`src/rtl/scope_pkg.sv`:
```
// Shared scope definitions: screen geometry, capture FSM encoding and the
// sample-to-screen-row mapping used by both the trace writer and the overlay cursor.
package scope_pkg;

   localparam int SCREEN_W = 640;
   localparam int SCREEN_H = 480;
   localparam int Y_MAX    = SCREEN_H - 1;
   localparam int SAMPLE_W = 12;
   localparam int Y_W      = 10;

   typedef enum logic [1:0] {
      ARM     = 2'd0,
      CAPTURE = 2'd1,
      HOLD    = 2'd2
   } capture_state_e;

   // 4095*15 fits in 16 bits, and the shifted result never exceeds Y_MAX.
   function automatic logic [Y_W-1:0] sample_to_y(input logic [SAMPLE_W-1:0] s);
      logic [15:0] scaled;
      scaled = (16'(s) * 16'd15) >> 7;
      return Y_W'(Y_MAX) - scaled[Y_W-1:0];
   endfunction

endpackage

```
`src/rtl/trace_capture_writer_if.sv`:
```
// Sample input and trace RAM write port of the scope trace writer.
// master = the writer, slave = the sampler/RAM/display side.
interface trace_capture_writer_if
   import scope_pkg::*;
#(
   parameter int S_W = SAMPLE_W,
   parameter int D_W = Y_W
);

   logic           sample_valid;
   logic [S_W-1:0] sample;
   logic           wr_en;
   logic           wr_bank;
   logic [9:0]     wr_addr;
   logic [D_W-1:0] wr_data;
   logic           disp_bank;

   modport master (
      input  sample_valid, sample,
      output wr_en, wr_bank, wr_addr, wr_data, disp_bank
   );

   modport slave (
      output sample_valid, sample,
      input  wr_en, wr_bank, wr_addr, wr_data, disp_bank
   );

endinterface

```
`src/rtl/sample_decimator.sv`:
```
// Keeps one of every decim+1 valid samples; the ratio is latched on the first
// cycle after reset or clear so it stays fixed for a whole trace.
module sample_decimator (
   input  logic        clk,
   input  logic        rst,
   input  logic        clear,
   input  logic        valid,
   input  logic [15:0] decim,
   output logic        accept
);

   logic [15:0] dec_cnt;
   logic [15:0] decim_q;
   logic [15:0] decim_eff;
   logic        fresh;

   // While fresh, the live input is the ratio being latched this cycle.
   assign decim_eff = fresh ? decim : decim_q;
   assign accept    = valid && !clear && (dec_cnt == decim_eff);

   always_ff @(posedge clk or posedge rst) begin
      if (rst) begin
         dec_cnt <= '0;
         decim_q <= '0;
         fresh   <= 1'b1;
      end else if (clear) begin
         dec_cnt <= '0;
         fresh   <= 1'b1;
      end else begin
         if (fresh) begin
            decim_q <= decim;
            fresh   <= 1'b0;
         end
         if (valid) begin
            dec_cnt <= accept ? 16'd0 : dec_cnt + 16'd1;
         end
      end
   end

endmodule

```
`src/rtl/trace_capture_writer.sv`:
```
// Write side of the double-buffered scope trace memory: waits for a trigger, writes
// one screen of scaled Y coordinates into the back bank, swaps banks at vblank.
module trace_capture_writer
   import scope_pkg::*;
#(
   parameter int DEPTH        = SCREEN_W,
   parameter int AUTO_TIMEOUT = 65535
) (
   input  logic                    clk,
   input  logic                    rst,
   trace_capture_writer_if.master  bus,
   input  logic [15:0]             decim,
   input  logic [SAMPLE_W-1:0]     trig_level,
   input  logic                    trig_en,
   input  logic                    frame_done,
   output logic [1:0]              state_o
);

   localparam logic [9:0]  LAST_COL     = 10'(DEPTH - 1);
   localparam logic [15:0] TIMEOUT_LAST = 16'(AUTO_TIMEOUT - 1);

   capture_state_e state, state_nx;
   logic [9:0]     col;
   logic [9:0]     write_col;
   logic [15:0]    timeout_cnt;
   logic           prev_below;
   logic           accept;
   logic           trigger;
   logic           do_write;
   logic           swap;

   // A sample arriving with the swap pulse is dropped: HOLD never writes.
   assign swap = (state == HOLD) && frame_done;

   sample_decimator u_decim (
      .clk    (clk),
      .rst    (rst),
      .clear  (swap),
      .valid  (bus.sample_valid),
      .decim  (decim),
      .accept (accept)
   );

   always_ff @(posedge clk or posedge rst) begin
      if (rst) state <= ARM;
      else     state <= state_nx;
   end

   always_comb begin
      state_nx  = state;
      trigger   = 1'b0;
      do_write  = 1'b0;
      write_col = col;
      case (state)
         ARM: begin
            if (accept) begin
               trigger = !trig_en
                      || (prev_below && (bus.sample >= trig_level))
                      || (timeout_cnt == TIMEOUT_LAST);
               if (trigger) begin
                  do_write  = 1'b1;
                  write_col = '0;
                  state_nx  = (DEPTH == 1) ? HOLD : CAPTURE;
               end
            end
         end
         CAPTURE: begin
            if (accept) begin
               do_write = 1'b1;
               if (col == LAST_COL) state_nx = HOLD;
            end
         end
         HOLD: begin
            if (frame_done) state_nx = ARM;
         end
         default: state_nx = ARM;
      endcase
   end

   always_ff @(posedge clk or posedge rst) begin
      if (rst) begin
         col         <= '0;
         timeout_cnt <= '0;
         prev_below  <= 1'b0;
      end else begin
         case (state)
            ARM: begin
               if (accept) begin
                  prev_below  <= (bus.sample < trig_level);
                  timeout_cnt <= timeout_cnt + 16'd1;
                  if (trigger) col <= 10'd1;
               end
            end
            CAPTURE: begin
               if (accept) col <= col + 10'd1;
            end
            HOLD: begin
               if (frame_done) begin
                  col         <= '0;
                  timeout_cnt <= '0;
                  prev_below  <= 1'b0;
               end
            end
            default: col <= '0;
         endcase
      end
   end

   always_ff @(posedge clk or posedge rst) begin
      if (rst) begin
         bus.wr_en   <= 1'b0;
         bus.wr_addr <= '0;
         bus.wr_data <= '0;
      end else begin
         bus.wr_en <= do_write;
         if (do_write) begin
            bus.wr_addr <= write_col;
            bus.wr_data <= sample_to_y(bus.sample);
         end
      end
   end

   always_ff @(posedge clk or posedge rst) begin
      if (rst)       bus.disp_bank <= 1'b0;
      else if (swap) bus.disp_bank <= ~bus.disp_bank;
   end

   assign bus.wr_bank = ~bus.disp_bank;
   assign state_o     = state;

endmodule

```
`src/flat_wrapper.sv`:
```
// flat-port wrapper written by rule: the top's interface ports become plain ports
module trace_capture_writer_flat import scope_pkg::*;
#(
   parameter int DEPTH        = SCREEN_W,
   parameter int AUTO_TIMEOUT = 65535
)
  (clk, rst, decim, trig_level, trig_en, frame_done, state_o, bus_sample_valid, bus_sample, bus_wr_en, bus_wr_bank, bus_wr_addr, bus_wr_data, bus_disp_bank);
  trace_capture_writer_if bus_i ();
  input  logic clk;
  input  logic rst;
  input  logic [15:0] decim;
  input  logic [SAMPLE_W-1:0] trig_level;
  input  logic trig_en;
  input  logic frame_done;
  output logic [1:0] state_o;
  input wire logic [$bits(bus_i.sample_valid)-1:0] bus_sample_valid;
  input wire logic [$bits(bus_i.sample)-1:0] bus_sample;
  output wire logic [$bits(bus_i.wr_en)-1:0] bus_wr_en;
  output wire logic [$bits(bus_i.wr_bank)-1:0] bus_wr_bank;
  output wire logic [$bits(bus_i.wr_addr)-1:0] bus_wr_addr;
  output wire logic [$bits(bus_i.wr_data)-1:0] bus_wr_data;
  output wire logic [$bits(bus_i.disp_bank)-1:0] bus_disp_bank;
  assign bus_i.sample_valid = bus_sample_valid;
  assign bus_i.sample = bus_sample;
  assign bus_wr_en = bus_i.wr_en;
  assign bus_wr_bank = bus_i.wr_bank;
  assign bus_wr_addr = bus_i.wr_addr;
  assign bus_wr_data = bus_i.wr_data;
  assign bus_disp_bank = bus_i.disp_bank;
  trace_capture_writer #(.DEPTH(DEPTH), .AUTO_TIMEOUT(AUTO_TIMEOUT)) u_core (.clk(clk), .rst(rst), .bus(bus_i), .decim(decim), .trig_level(trig_level), .trig_en(trig_en), .frame_done(frame_done), .state_o(state_o));
endmodule
```
`config.mk`:
```
export PLATFORM = sky130hd
export DESIGN_NAME = trace_capture_writer_flat
export DESIGN_NICKNAME = d
export VERILOG_FILES = /design/src/rtl/scope_pkg.sv /design/src/rtl/trace_capture_writer_if.sv /design/src/rtl/sample_decimator.sv /design/src/rtl/trace_capture_writer.sv /design/src/flat_wrapper.sv
export SDC_FILE = /design/constraint.sdc
export NUM_CORES = 1
export LEC_CHECK = 0
export ABC_AREA = 0
export CORE_ASPECT_RATIO = 0.75
export CORE_MARGIN = 4
export CORE_UTILIZATION = 61
export CTS_CLUSTER_SIZE = 14
export DETAILED_ROUTE_END_ITERATION = 7
export GPL_ROUTABILITY_DRIVEN = 0
export PLACE_DENSITY = 0.87
export REMOVE_ABC_BUFFERS = 1
export SYNTH_ARGS = -nofsm -noshare
export SYNTH_HDL_FRONTEND = slang
export SYNTH_SLANG_ARGS = --single-unit
```
`constraint.sdc`:
```
create_clock -name clk -period 5.7 [get_ports clk]
set_clock_uncertainty 0.15 [all_clocks]
set_input_delay 0.855 -clock clk [delete_from_list [all_inputs] [get_ports clk]]
set_output_delay 0.855 -clock clk [all_outputs]
set_load 0.02 [all_outputs]
```
== Word-level counts from Yosys, hierarchy flattened ==
Index checks and enable logic that the tools add are counted.
Word-level totals
  register bits: 84
  bits in latches: 0
  bits in writable memories: 0
  bits in read-only memories: 0
  input bits: 45
  memories kept: 0
Cells by class
  add/subtract/negate cells: 4
  $mul: 1
  div/mod/pow operators: 0
  $lt $le $gt $ge: 2
  equal/unequal tests: 11
  shift-type cells: 0
  muxes and demuxes: 31
  bitwise logic cells: 1
  reduce and logical (&&, ||, !) cells: 14
Operator list (count)
  $mux W16: 6
  $mux W10: 7
  $add A16 B1 Y16 const B: 2
  $pmux W16 S2: 1
  $pmux W10 S3: 1
  $eq A16 B16 Y1: 1
  $eq A16 B16 Y1 const B: 1
  $mul A12 B4 Y16 const B: 1
  $ge A12 B12 Y1: 1
  $lt A12 B12 Y1: 1
  $add A10 B1 Y10 const B: 1
  $eq A10 B10 Y1 const B: 1
  $mux W2: 5
  $sub A9 B9 Y10 const A: 1
  $mux W1: 8
  $ne A2 B1 Y1 const B: 3
  $ne A2 B2 Y1 const B: 3
  $pmux W2 S3: 1
  $reduce_and A5 Y1: 1
  $logic_and A1 B1 Y1: 4
  $pmux W1 S2: 2
  $reduce_and A4 Y1: 1
  $reduce_bool A2 Y1: 2
  $reduce_and A3 Y1: 1
  other kinds (6): 8

== Longest topological paths before layout ==
  depth after elaboration: 10
  mapped depth: 15

== Modules after synthesis ==
Synthesis repeated with hierarchy kept, for this count alone.
Unflattened totals
  cell total of the unflattened synthesis: 591
  area, all modules: 5741.8 um2
By module, submodules not included
  trace_capture_writer: instances 1, cells an instance 394, area an instance 3759.9 um2, sequential area each 1276.2 um2
  sample_decimator: instances 1, cells an instance 197, area an instance 1981.9 um2, sequential area each 827.0 um2

== Worst setup path before layout ==
Ideal clock, no wire load.
  path kind: input-to-reg
  from: input port bus_sample[4]
  to: register u_core.bus.wr_data[7]
  arrival time: 3879 ps
  data required time: 5429 ps
  slack: 1550 ps
  stages on the path: 15
  buffers on the path: 0
  path through: inv_1 > fa_1 > fa_1 > inv_1 > ha_1 > a21oi_1 > nor2b_1 > o311ai_0 > nand3_1 > a31oi_1 > xnor2_1 > ha_1 > xnor2_1 > xnor2_1 > o21ai_1
On the way
  longest elaborated chain between the ends: 7
Ends and longest elaborated chain
  start: declaration: RTL line flat_wrapper.sv:17  | input wire logic [$bits(bus_i.sample)-1:0] bus_sample;
  parallel branches: the longest is 7 deep, another holds $mul A12 B4 Y16
  end signal: assignment: RTL line trace_capture_writer.sv:118  | bus.wr_data <= sample_to_y(bus.sample);
  end: declaration: RTL line trace_capture_writer_if.sv:20  | output wr_en, wr_bank, wr_addr, wr_data, disp_bank
Several ways; the timed one is not identified.
A chain may end at the register's enable or synchronous reset.

== Final worst setup path ==
  from: input port bus_sample[3]
  to: register u_core.bus.wr_data[7]
Same word-level chain as after synthesis.

==> impl_metrics.toml <==
[route]
drc = 0
antenna_left = 0
wl_per_cell_um = 16.15
firstDrtPassIters = 5
via_count = 4396
drt-vias-per-instance = 5.941
drt_iter0_drc = 307
wl_um = 11950

[global_routing]
grt_util_met3_pct = 5.385
grt_use_total_pct = 23.35
grt_busiest_layer = "met2"
grt_start_max_net_pins = 50
grt_pass1_wl_um = 20860
use_met2_pct = 37.52
met1_usage_pct = 31.35
antenna_found_initial = 0
overflow = 0
grt_pass1_vias = 4405

[critical_path]
critical-path-top-delay-family = "adder cells"
worst-setup-path-type = "primary input to flop"
reg2regPathDepth = 8
path_cells = "clkdlybuf4s50_1, inv_1, fa_1, fa_1, inv_1, ha_1, a21oi_1, nor2b_1, o311ai_0, nand3_1, a31oi_1, xnor2_1, ha_1, xnor2_1, xnor2_1, o21ai_1"
startpoint_type = "primary input"
worstPathRequired_ns = 5.77
slowest_stage = "clkdlybuf4s50_1"
critPathCaptureType = "flop"
worstPathArrival_ns = 4.89
cp_max_fo = 3
path_common_cell = "xnor2_1"
worst-path-stages = 16
path_buf_inv = 3
slowest_delay_ns = 0.55

[synth]
synth_area_mm2 = 0.005587
synth.area.mux_share_pct = 6.719
synth_top_family_by_area = "simple AND/OR/NAND/NOR gates"
synth_flop_cell = "dfrtp_1"
synthArstFlopShare_pct = 100.0
synth_compound_area_share_pct = 11.09
syn_inst = 567
ys_ff_latch = 84
syn_area_per_cell_um2 = 9.853
yosys.area.top_type = "dfrtp_1"
ys_warn_count = 0
synth-edff-count = 0
ys_seq_area_share_pct = 37.65
synthSimpleGateAreaFrac_pct = 16.62
synthTopCellsByArea = "dfrtp_1, ha_1, fa_1"
synth_fa_ha_area_share_pct = 15.23
synthXorXnorAreaFrac_pct = 6.898
post-synth-top-area-fraction_pct = 37.18
yosys.cell_types.count = 58

[timing]
fmax_ghz = 0.2074
finalSetupTns_ns = 0
holdWs_ns = 0.3258
hold_violations = 0
worstMarginPinSlew_ns = 0.9814
setup_violations = 0
final-max-slew-violation-count = 0
fin_crit_sh_pct = 84.61
slew_headroom_pct = 34.08
rsz0062_at_grt = "no"
min_period_ns = 4.823

[pwr]
ir_drop_mv = 0.1957
switching_share_pct = 35.09
power.net_switching_mw = 0.7997
clkPwrFrac_pct = 25.1
combPwrFrac_pct = 39.7
power_frac_seq_pct = 35.1
p_leak_nw = 3.004
p_int_mw = 1.479
power.density_mw_per_mm2 = 345.2

[cts]
cts_setup_buffers = 0
clock_latency_ns = 0.34
clk_pin_slew_ns = 0.06
ctsResizeCount = 0
cts_hold_buf = 0
root_buffer = "clkbuf_16"
clk_path_buf_depth = 2
cts_num_sinks = 84
tritoncts = "built"
numCtsBuffers = 9
h-tree-depth = 3

[die]
die_area_mm2 = 0.01077
die_x_um = 118.5
core-area_mm2 = 0.008672
row_count = 29
ios = 70
initial_core_util_pct = 64.42
die_y_um = 90.88

[status]
status = "complete, no violations"

[layout]
layout_common_cells = "dfrtp_1, clkdlybuf4s50_1, inv_1"
diodes = 0
fin_area_mm2 = 0.006601
areaGrowthSynthToFinish_pct = 18.16
drive_above_1_share_pct = 6.646
nets = 730
postLayoutCoreUtil_pct = 76.12
layout_commonest_cell = "dfrtp_1"

[place]
port-buffer-count = 69
postPlaceCellArea_mm2 = 0.006311
dp_hpwl_um = 8856

[worst_hold_path]
min_path_type = "flop to flop"
holdPathStages = 1

[run]
cap_violations = 0
[stage by stage]
stage | worst slack (ns) | std cells | total power [mW]
after floorplan | 1.543 | 546 | 1.378
after global placement | 0.8157 | 726 | 1.646
after detailed placement | 0.6822 | 726 | 1.697
after CTS | 0.8853 | 740 | 2.287
after global routing | 0.6692 | 740 | 2.425
final | 0.8773 | 740 | 2.279
[final cells by class]
| class | instances | area (um^2) |
|---|---|---|
| Timing Repair Buffer | 72 | 713.2 |
| Fill cell | 589 | 2071 |
| Clock buffer | 10 | 239.0 |
| Clock inverter | 4 | 51.30 |
| Multi-Input combinational cell | 409 | 3159 |
| Tap cell | 108 | 135.1 |
| Inverter | 53 | 200.2 |
| Sequential cell | 84 | 2103 |
[path summary, 6_finish.rpt]
kind                                                to                   from  slack [ns]
worst min-delay path             u_core.bus.wr_data[2]  u_core.bus.wr_data[2]        0.33
worst max-delay path             u_core.bus.wr_data[7]          bus_sample[3]        0.88
worst min register to register   u_core.bus.wr_data[2]  u_core.bus.wr_data[2]        0.33
worst max register to register           u_core.col[2]   u_core.u_decim.fresh        2.05
max in group asynchronous        u_core.bus.wr_addr[0]                    rst        3.63
min in group asynchronous       u_core.timeout_cnt[14]                    rst        0.74
[synthesized netlist by cell type, drive strengths merged, types with 4 or more instances]
master and number:
buf 6, or3 6, o21ai 38, o31ai 8, inv 52, nand3 22
a21oi 19, nor2b 9, mux2i 18, xnor2 28, nor4 6, and2 4
nor2 43, nand2 34, fa 20, and3 15, mux2 17, nand4 18
nor3 5, a22o 10, xor2 16, clkbuf 15, dfrtp 83, ha 36
[power groups by stage]
stage | Sequential, mW | Combinational [mW] | Clock, mW
3_3_place_gp | 0.798 | 0.848 | 0
4_1_cts | 0.799 | 0.906 | 0.582
6_report | 0.801 | 0.905 | 0.573
5_1_grt | 0.819 | 0.998 | 0.608
2_1_floorplan | 0.875 | 0.503 | 0
3_5_place_dp | 0.808 | 0.889 | 0
[cells by family (layout without fill, tap and decap cells)]
kind of cell	Yosys count	after routing
AO/OA/AOI/OAI	98	98
XOR/XNOR	44	44
adder cells (fa/ha/maj)	56	56
buffers and inverters	74	139
flip-flops	84	84
multiplexers	35	35
AND/OR/NAND/NOR	176	176
[layer usage]
layer | wire length, um | up-vias
met1 | 5291 | 2116
met2 | 5771 | 147
met4 | 249 | 0
met3 | 639 | 30
li1 | - | 2103
met5 | 0 | -
[flip-flops by register name, summed over array words and instances, names as in the netlist]
register and flops:
u_core.col 10, u_core.u_decim.decim_q 16, u_core.bus.wr_data 10, u_core.bus.disp_bank 1, u_core.bus.wr_addr 10, u_core.u_decim.fresh 1, u_core.u_decim.dec_cnt 16, u_core.prev_below 1
u_core.timeout_cnt 16, u_core.bus.wr_en 1, u_core.state_o 2
[worst register-to-register path, cell delays in order, from the launching register on]
cell and delay, ns:
dfstp_2 0.85, mux2i_1 0.36, xnor2_1 0.11, nor4_1 0.37
nand4_2 0.31, or2_1 0.39, nor2b_1 0.74, nand3b_1 0.17
nand3_1 0.13
Power figures use the tool's default switching activity.
